## src/rtl/router_port_drain.sv

```systemverilog
// router_port_drain: drains one router output port into a packet stream.
// Reads header, payload and parity bytes, checks parity, counts packets.
//
// Ports:
//   clock, reset   single clock, async active-high reset
//   vld_out        router port FIFO not empty
//   data_out[7:0]  router read data, valid the cycle after read_enb
//   sink_ready     consumer can accept a byte; low stalls new reads
//   read_enb       read strobe to router port (combinational)
//   pkt_byte[7:0]  payload byte, qualified by pkt_byte_vld
//   pkt_byte_vld   one-cycle strobe per payload byte
//   pkt_addr[1:0]  header address of the current packet
//   pkt_len[5:0]   header length of the current packet
//   pkt_done       one-cycle pulse after the parity byte is checked
//   parity_err     valid with pkt_done; parity mismatch or zero length
//   pkt_abort      one-cycle pulse when vld_out drops mid-packet
//   pkt_count[7:0] good packets, wrapping
//   err_count[7:0] errored plus aborted packets, saturating
module router_port_drain #(
  parameter int READ_DELAY = 0
) (
  input  logic       clock,
  input  logic       reset,
  input  logic       vld_out,
  input  logic [7:0] data_out,
  input  logic       sink_ready,
  output logic       read_enb,
  output logic [7:0] pkt_byte,
  output logic       pkt_byte_vld,
  output logic [1:0] pkt_addr,
  output logic [5:0] pkt_len,
  output logic       pkt_done,
  output logic       parity_err,
  output logic       pkt_abort,
  output logic [7:0] pkt_count,
  output logic [7:0] err_count
);

  typedef enum logic [2:0] {
    IDLE,
    WAIT,
    HDR,
    BODY,
    DONE
  } state_t;

  localparam logic [4:0] DLY_LOAD =
    (READ_DELAY > 0) ? 5'(READ_DELAY - 1) : 5'd0;

  state_t     state;
  logic [4:0] dly_cnt;
  logic       hdr_issued;
  logic [6:0] reads_left;
  logic [6:0] caps_left;
  logic       cap_pend;
  logic [7:0] acc;
  logic       want_rd;
  logic [6:0] body_cnt;

  // Byte count after the header: payload plus parity.
  assign body_cnt = {1'b0, data_out[7:2]} + 7'd1;

  always_comb begin
    want_rd = 1'b0;
    unique case (1'b1)
      (state == HDR):  want_rd = !hdr_issued;
      (state == BODY): want_rd = (reads_left != 7'd0);
      default:         want_rd = 1'b0;
    endcase
  end

  // Gated by reset so the strobe drops the instant reset rises.
  assign read_enb = want_rd && vld_out && sink_ready && !reset;

  always_ff @(posedge clock or posedge reset) begin
    if (reset) begin
      state        <= IDLE;
      dly_cnt      <= 5'd0;
      hdr_issued   <= 1'b0;
      reads_left   <= 7'd0;
      caps_left    <= 7'd0;
      cap_pend     <= 1'b0;
      acc          <= 8'd0;
      pkt_byte     <= 8'd0;
      pkt_byte_vld <= 1'b0;
      pkt_addr     <= 2'd0;
      pkt_len      <= 6'd0;
      pkt_done     <= 1'b0;
      parity_err   <= 1'b0;
      pkt_abort    <= 1'b0;
      pkt_count    <= 8'd0;
      err_count    <= 8'd0;
    end else begin
      pkt_byte_vld <= 1'b0;
      pkt_done     <= 1'b0;
      parity_err   <= 1'b0;
      pkt_abort    <= 1'b0;
      // A read this cycle means a capture next cycle.
      cap_pend     <= read_enb;
      unique case (state)
        IDLE: begin
          hdr_issued <= 1'b0;
          dly_cnt    <= DLY_LOAD;
          if (vld_out) begin
            if (READ_DELAY > 0) begin
              state <= WAIT;
            end else begin
              state <= HDR;
            end
          end
        end
        WAIT: begin
          if (!vld_out) begin
            state <= IDLE;
          end else if (dly_cnt == 5'd0) begin
            state <= HDR;
          end else begin
            dly_cnt <= dly_cnt - 5'd1;
          end
        end
        HDR: begin
          if (read_enb) begin
            hdr_issued <= 1'b1;
          end
          if (cap_pend) begin
            pkt_len    <= data_out[7:2];
            pkt_addr   <= data_out[1:0];
            acc        <= data_out;
            reads_left <= body_cnt;
            caps_left  <= body_cnt;
            state      <= BODY;
          end
        end
        BODY: begin
          if (read_enb) begin
            reads_left <= reads_left - 7'd1;
          end
          if (cap_pend) begin
            caps_left <= caps_left - 7'd1;
            if (caps_left == 7'd1) begin
              // Last byte of the packet is parity.
              parity_err <= (data_out != acc) ||
                            (pkt_len == 6'd0);
              pkt_done   <= 1'b1;
              state      <= DONE;
            end else begin
              pkt_byte     <= data_out;
              pkt_byte_vld <= 1'b1;
              acc          <= acc ^ data_out;
            end
          end else if (!vld_out &&
                       reads_left != 7'd0) begin
            // Router emptied before the packet ended.
            pkt_abort  <= 1'b1;
            cap_pend   <= 1'b0;
            reads_left <= 7'd0;
            caps_left  <= 7'd0;
            state      <= IDLE;
            if (err_count != 8'hFF) begin
              err_count <= err_count + 8'd1;
            end
          end
        end
        DONE: begin
          if (parity_err) begin
            if (err_count != 8'hFF) begin
              err_count <= err_count + 8'd1;
            end
          end else begin
            pkt_count <= pkt_count + 8'd1;
          end
          state <= IDLE;
        end
        default: begin
          state <= IDLE;
        end
      endcase
    end
  end

endmodule
```

## config.mk

```make
export PLATFORM = sky130hd
export DESIGN_NAME = router_port_drain
export DESIGN_NICKNAME = d
export VERILOG_FILES = /design/src/rtl/router_port_drain.sv
export SDC_FILE = /design/constraint.sdc
export NUM_CORES = 1
export LEC_CHECK = 0
export ABC_AREA = 1
export BUFFER_PORTS_ARGS = -buffer_cell sky130_fd_sc_hd__buf_4
export CAP_MARGIN = 20
export CORE_AREA = 2 2 151 94
export CTS_BUF_LIST = sky130_fd_sc_hd__clkbuf_16
export DETAILED_ROUTE_END_ITERATION = 12
export DIE_AREA = 0 0 153 96
export GPL_ROUTABILITY_DRIVEN = 0
export GPL_TIMING_DRIVEN = 0
export HOLD_SLACK_MARGIN = 0.05
export PLACE_DENSITY = 0.5
export REMOVE_ABC_BUFFERS = 1
export SLEW_MARGIN = 20
export SYNTH_ARGS = -nofsm -noshare
export SYNTH_HDL_FRONTEND = slang
export SYNTH_SLANG_ARGS = --single-unit
```

## constraint.sdc

```tcl
create_clock -name clock -period 9.6 [get_ports clock]
set_input_delay 2.4 -clock clock [delete_from_list [all_inputs] [get_ports clock]]
set_output_delay 2.4 -clock clock [all_outputs]
set_load 0.005 [all_outputs]
```

== Word-level counts from Yosys, hierarchy flattened ==
Index checks and enable logic that the tools add are counted.

* Bits in registers: 68
* Bits of input ports: 12
* Word-level logic and storage cells: 117

* $add $sub $neg: 6
* Eq/ne operators: 20
* Multiplexer cells: 46
* Bitwise gates (word level): 3
* Reductions and logical operators: 26

{| class="wikitable"
|+ Operator list
! kind !! number
|-
| $mux 8 || 7
|-
| $mux 7 || 6
|-
| $pmux 8 s2 || 2
|-
| $pmux 7 s2 || 2
|-
| $mux 3 || 7
|-
| $ne 2x2->1 const B || 9
|-
| $add 8x1->8 const B || 2
|-
| $mux 1 || 16
|-
| $sub 7x1->7 const B || 2
|-
| $pmux 3 s4 || 1
|-
| $mux 5 || 2
|-
| $pmux 5 s2 || 1
|-
| $reduce_and 3->1 || 3
|-
| $ne 8x8->1 || 1
|-
| $ne 8x8->1 const B || 1
|-
| $reduce_and 2->1 || 4
|-
| $reduce_and 4->1 || 2
|-
| $reduce_bool 2->1 || 4
|-
| $xor 8x8->8 || 1
|-
| $add 6x1->7 const B || 1
|-
| $eq 7x1->1 const B || 1
|-
| $reduce_bool 7->1 || 1
|-
| $eq 3x2->1 const B || 2
|-
| $logic_not 6->1 || 1
|-
| 14 further kinds || 22
|}

== Depth between registers and ports, before layout ==
* Depth in word-level cells: 9
* Mapped depth: 14

== Worst setup path before layout ==
OpenSTA, ideal clock, no wires.

* Path type: input -> output
* Start point: in reset
* End point: out read_enb
* Data arrival time: 4,381 ps
* Setup slack: 2,819 ps
* Cell stages on the path: 3
* Cell sequence: inv_1 > nand3_2 > inv_2

* Longest elaborated chain between the ends: 2

{| class="wikitable"
|+ RTL lines
! what !! RTL line !! text
|-
| start, declared || 23 || <nowiki>input logic reset,</nowiki>
|-
| $logic_not 1->1 (no source line) || -- ||
|-
| $logic_and 1x1->1 || 73 || <nowiki>assign read_enb = want_rd && vld_out && sink_ready && !reset;</nowiki>
|-
| end, declared || 27 || <nowiki>output logic read_enb,</nowiki>
|}

No other way between the ends.

== Worst setup path after layout ==
* Start point: in vld_out
* End point: out read_enb

* Longest elaborated chain between the ends: 3

{| class="wikitable"
|+ RTL lines
! what !! RTL line !! text
|-
| start, declared || 24 || <nowiki>input logic vld_out,</nowiki>
|-
| $logic_and 1x1->1 (3 in series) || 73 ||
|}

No other way between the ends.

==> summary.md <==
| Metric | Value |
|---|---|
| Worst-Skew Late Latency | about 0.34 ns |
| # H-tree levels | 3 |
| Register area | approximately 1700 µm² |
| Fin Setup TNS | 0 ns |
| Core Area | between 10000 and 15000 µm² |
| Final min period | around 6.1 ns |
| Die Y-Extent | approximately 96 µm |
| Area of the multi-input gates | roughly 1700 µm² |
| Antenna violations before repair | 0 |
| Max-slew headroom | 0.4932 |
| Largest net degree at the start of global routing | 45 |
| Vias in the first global route | 2895 |
| Area growth syn-to-layout | 22.88% |
| Most frequent cells in the layout | nand2_1 (108), dfrtp_1 (68), inv_1 (52), nor2_1 (51), buf_4 (48) |
| Drt initial violations | a little under 200 |
| CTS-repair resized insts | 0 |
| Slowest-stage cell, CP | nor2_1 |
| Die area | between 10000 and 15000 µm² |
| Filler instances | 1409 |
| Clk sink count | between 60 and 70 |
| Antenna Cells | 0 |
| GR Util All Layers | 0.1307 |
| WP data required | a little over 7 ns |
| Number of buffers created by CTS | 9 |
| Leakage | 2.185 nW |
| Peak supply drop | between 100 and 150 µV |
| Die Wd | approximately 150 µm |
| Cell Pwr Density | between 200 and 300 nW/µm² |
| Post-synth EDFFs | 0 |
| Most frequent CP cell | buf_4 |
| Crit path DAT | between 3 and 4 ns |
| Clk slew on worst S/H paths | around 0.05 ns |
| Synth Area per Inst | about 8 µm² |
| Primary FF master, synth | dfrtp_1 |
| Fin. Hold Viols | 0 |
| Layout cells sized above 1 | 0.1750 |
| Global-route wire length before repair | 14.81 mm |
| RSZ-0062 raised after global routing | no |
| Sequential area share after synthesis | 0.4631 |
| Row cnt | 33 |
| Clk buf depth | 2 |
| Postcts setup bufs | 0 |
| Slew at the pin closest to its max-slew limit | 0.7567 ns |
| Vias | 3152 |
| Drt first pass iters | 5 |
| Worst stage delay on the critical path | ~0.53 ns |
| Critical Path, Cell by Cell | buf_4 > nand2_1 > nor2_1 > nand3_2 > inv_2 > buf_4 |
| Delay-heaviest family, CP | simple AND/OR/NAND/NOR gates |
| Cts hold-fix bufs | 0 |
| Num ports | 49 |
| GRT overflow | 0 |
| Worst Hold Class | reg -> reg |
| Final Max Tran Viols | 0 |
| WS Path Type | in -> out |
| Worst Clk Skew | around 0.01 ns |
| Setup violators final | 0 |
| Post-DP HPWL | between 6 and 7 mm |
| WL per Instance | between 10 and 15 µm |
| Post-synth cell types | 31 |
| Max cap viols | 0 |
| Critical path startpoint category | input port |
| Fmax | between 150 and 200 MHz |
| Yosys warning count | 0 |
| Number of port buffers | 48 |
| Seq cells post-synth | just under 70 |
| Ys async rst share | 1.000 |
| # DRC | 0 |
| Most common cell after layout, fill and taps aside | nand2_1 |
| CTS tree | done |
| CP bufs+invs | 3 |
| DR vias/cell | between 4 and 5 |
| Post-Syn Instances | about 460 |
| Starting Density | 0.2755 |
| CP Capture Type | output pin |
| CP max FO | 9 |
| Final Cell Area | approximately 4500 µm² |
| Wire length after detailed routing | 9.161 mm |
| Outcome | finished, final reports clean |
| Clock root buffer | clkbuf_16 |
| Placed cell area | ~4200 µm² |
| Post-Syn Area | about 3700 µm² |
| DRT antenna net count | 0 |
| Fin crit share | 0.6315 |
| Nets | ~540 |
==> per-stage QoR <==
| stage | utilization | setup WS (ns) | cells | hold WS (ns) | power [mW] |
|---|---|---|---|---|---|
| 2_1_floorplan | - | 2.819 | 455 | 0.4530 | 0.7767 |
| 3_5_place_dp | 0.3184 | 3.554 | 679 | 0.4791 | 0.9459 |
| 5_1_grt | 0.3386 | 3.355 | 695 | 0.5036 | 1.341 |
| 4_1_cts | 0.3386 | 3.549 | 695 | 0.4916 | 1.254 |
| 3_3_place_gp | 0.3162 | 1.501 | 678 | 0.4732 | 0.9289 |
| 6_report | 0.3386 | 3.537 | 695 | 0.4884 | 1.241 |
==> metal layers <==
layer,GRT usage,up-vias,part of all wire
met5,0,-,0
met4,0.03472,0,0.0062
met3,0.03962,5,0.053
met2,0.1809,73,0.39
met1,0.1951,1473,0.55
li1,-,1601,-
==> cell type report <==
class / count / share of cell area
clock buffer: 9 / 0.04988
clock inverter: 7 / 0.009698
inverter: 62 / 0.05209
multi-input combinational: 325 / 0.3771
sequential: 68 / 0.3768
tap: 175 / 0.04849
timing repair buffer: 49 / 0.08590
==> path summary, 6_finish.rpt <==
path / startpoint / to / slack [ns] / depth (start not counted)
worst min register to register: pkt_byte[6]$_DFFE_PP0P_ / pkt_byte[6]$_DFFE_PP0P_ / 0.49 / 2
worst min-delay path: pkt_byte[6]$_DFFE_PP0P_ / pkt_byte[6]$_DFFE_PP0P_ / 0.49 / 2
min in group asynchronous: reset / reads_left[3]$_DFFE_PP0P_ / 2.07 / 2
worst max-delay path: vld_out / read_enb / 3.54 / 6
max in group asynchronous: reset / acc[6]$_DFFE_PP0P_ / 6.96 / 3
worst max register to register: state[2]$_DFFE_PP0P_ / reads_left[0]$_DFFE_PP0P_ / 7.57 / 7
==> flip-flops by register name (all words and copies together) (netlist names), 5 cells and up <==
| signal | flops |
|---|---|
| acc | 8 |
| err_count | 8 |
| caps_left | 7 |
| dly_cnt | 5 |
| pkt_byte | 8 |
| pkt_count | 8 |
| reads_left | 7 |
| pkt_len | 6 |
==> worst min-delay path, stage by stage, from the launching register on <==
cell and delay, ns:
dfrtp_1 0.34, nand2_1 0.06, o21ai_0 0.06
==> power by group <==
group          internal (mW)  switching, mW  total, mW
Sequential             0.386         0.0742      0.460
Combinational          0.192          0.287      0.479
Clock                  0.173          0.128      0.301
==> cells by family after synthesis <==
family | Yosys count | synth area share
compound gates | 73 | 0.1079
xor+xnor | 25 | 0.05958
simple gates | 219 | 0.2686
buf+inv | 69 | 0.07354
fa+ha+maj | 8 | 0.02724
flops | 68 | 0.4631
==> cells in the mapped netlist, types with 2 or more instances <==
library cell | count | area (µm²)
a21oi_1 | 17 | 85.08
a31oi_1 | 2 | 12.51
a32oi_1 | 2 | 17.52
and3_1 | 2 | 12.51
buf_2 | 3 | 15.01
clkbuf_1 | 3 | 11.26
dfrtp_1 | 68 | 1702
ha_1 | 8 | 100.1
inv_1 | 53 | 198.9
inv_2 | 9 | 33.78
nand2_1 | 108 | 405.4
nand2_2 | 5 | 31.28
nand2_4 | 2 | 22.52
nand3_1 | 19 | 95.09
nand4_1 | 14 | 87.58
nor2_1 | 51 | 191.4
nor2_2 | 3 | 18.77
nor2_4 | 3 | 33.78
nor3_1 | 7 | 35.03
nor3b_1 | 2 | 15.01
o21a_1 | 6 | 45.04
o21ai_0 | 31 | 155.2
o21ai_1 | 13 | 65.06
xnor2_1 | 12 | 105.1
xor2_1 | 13 | 113.9
(Power assumes the default switching activity.)
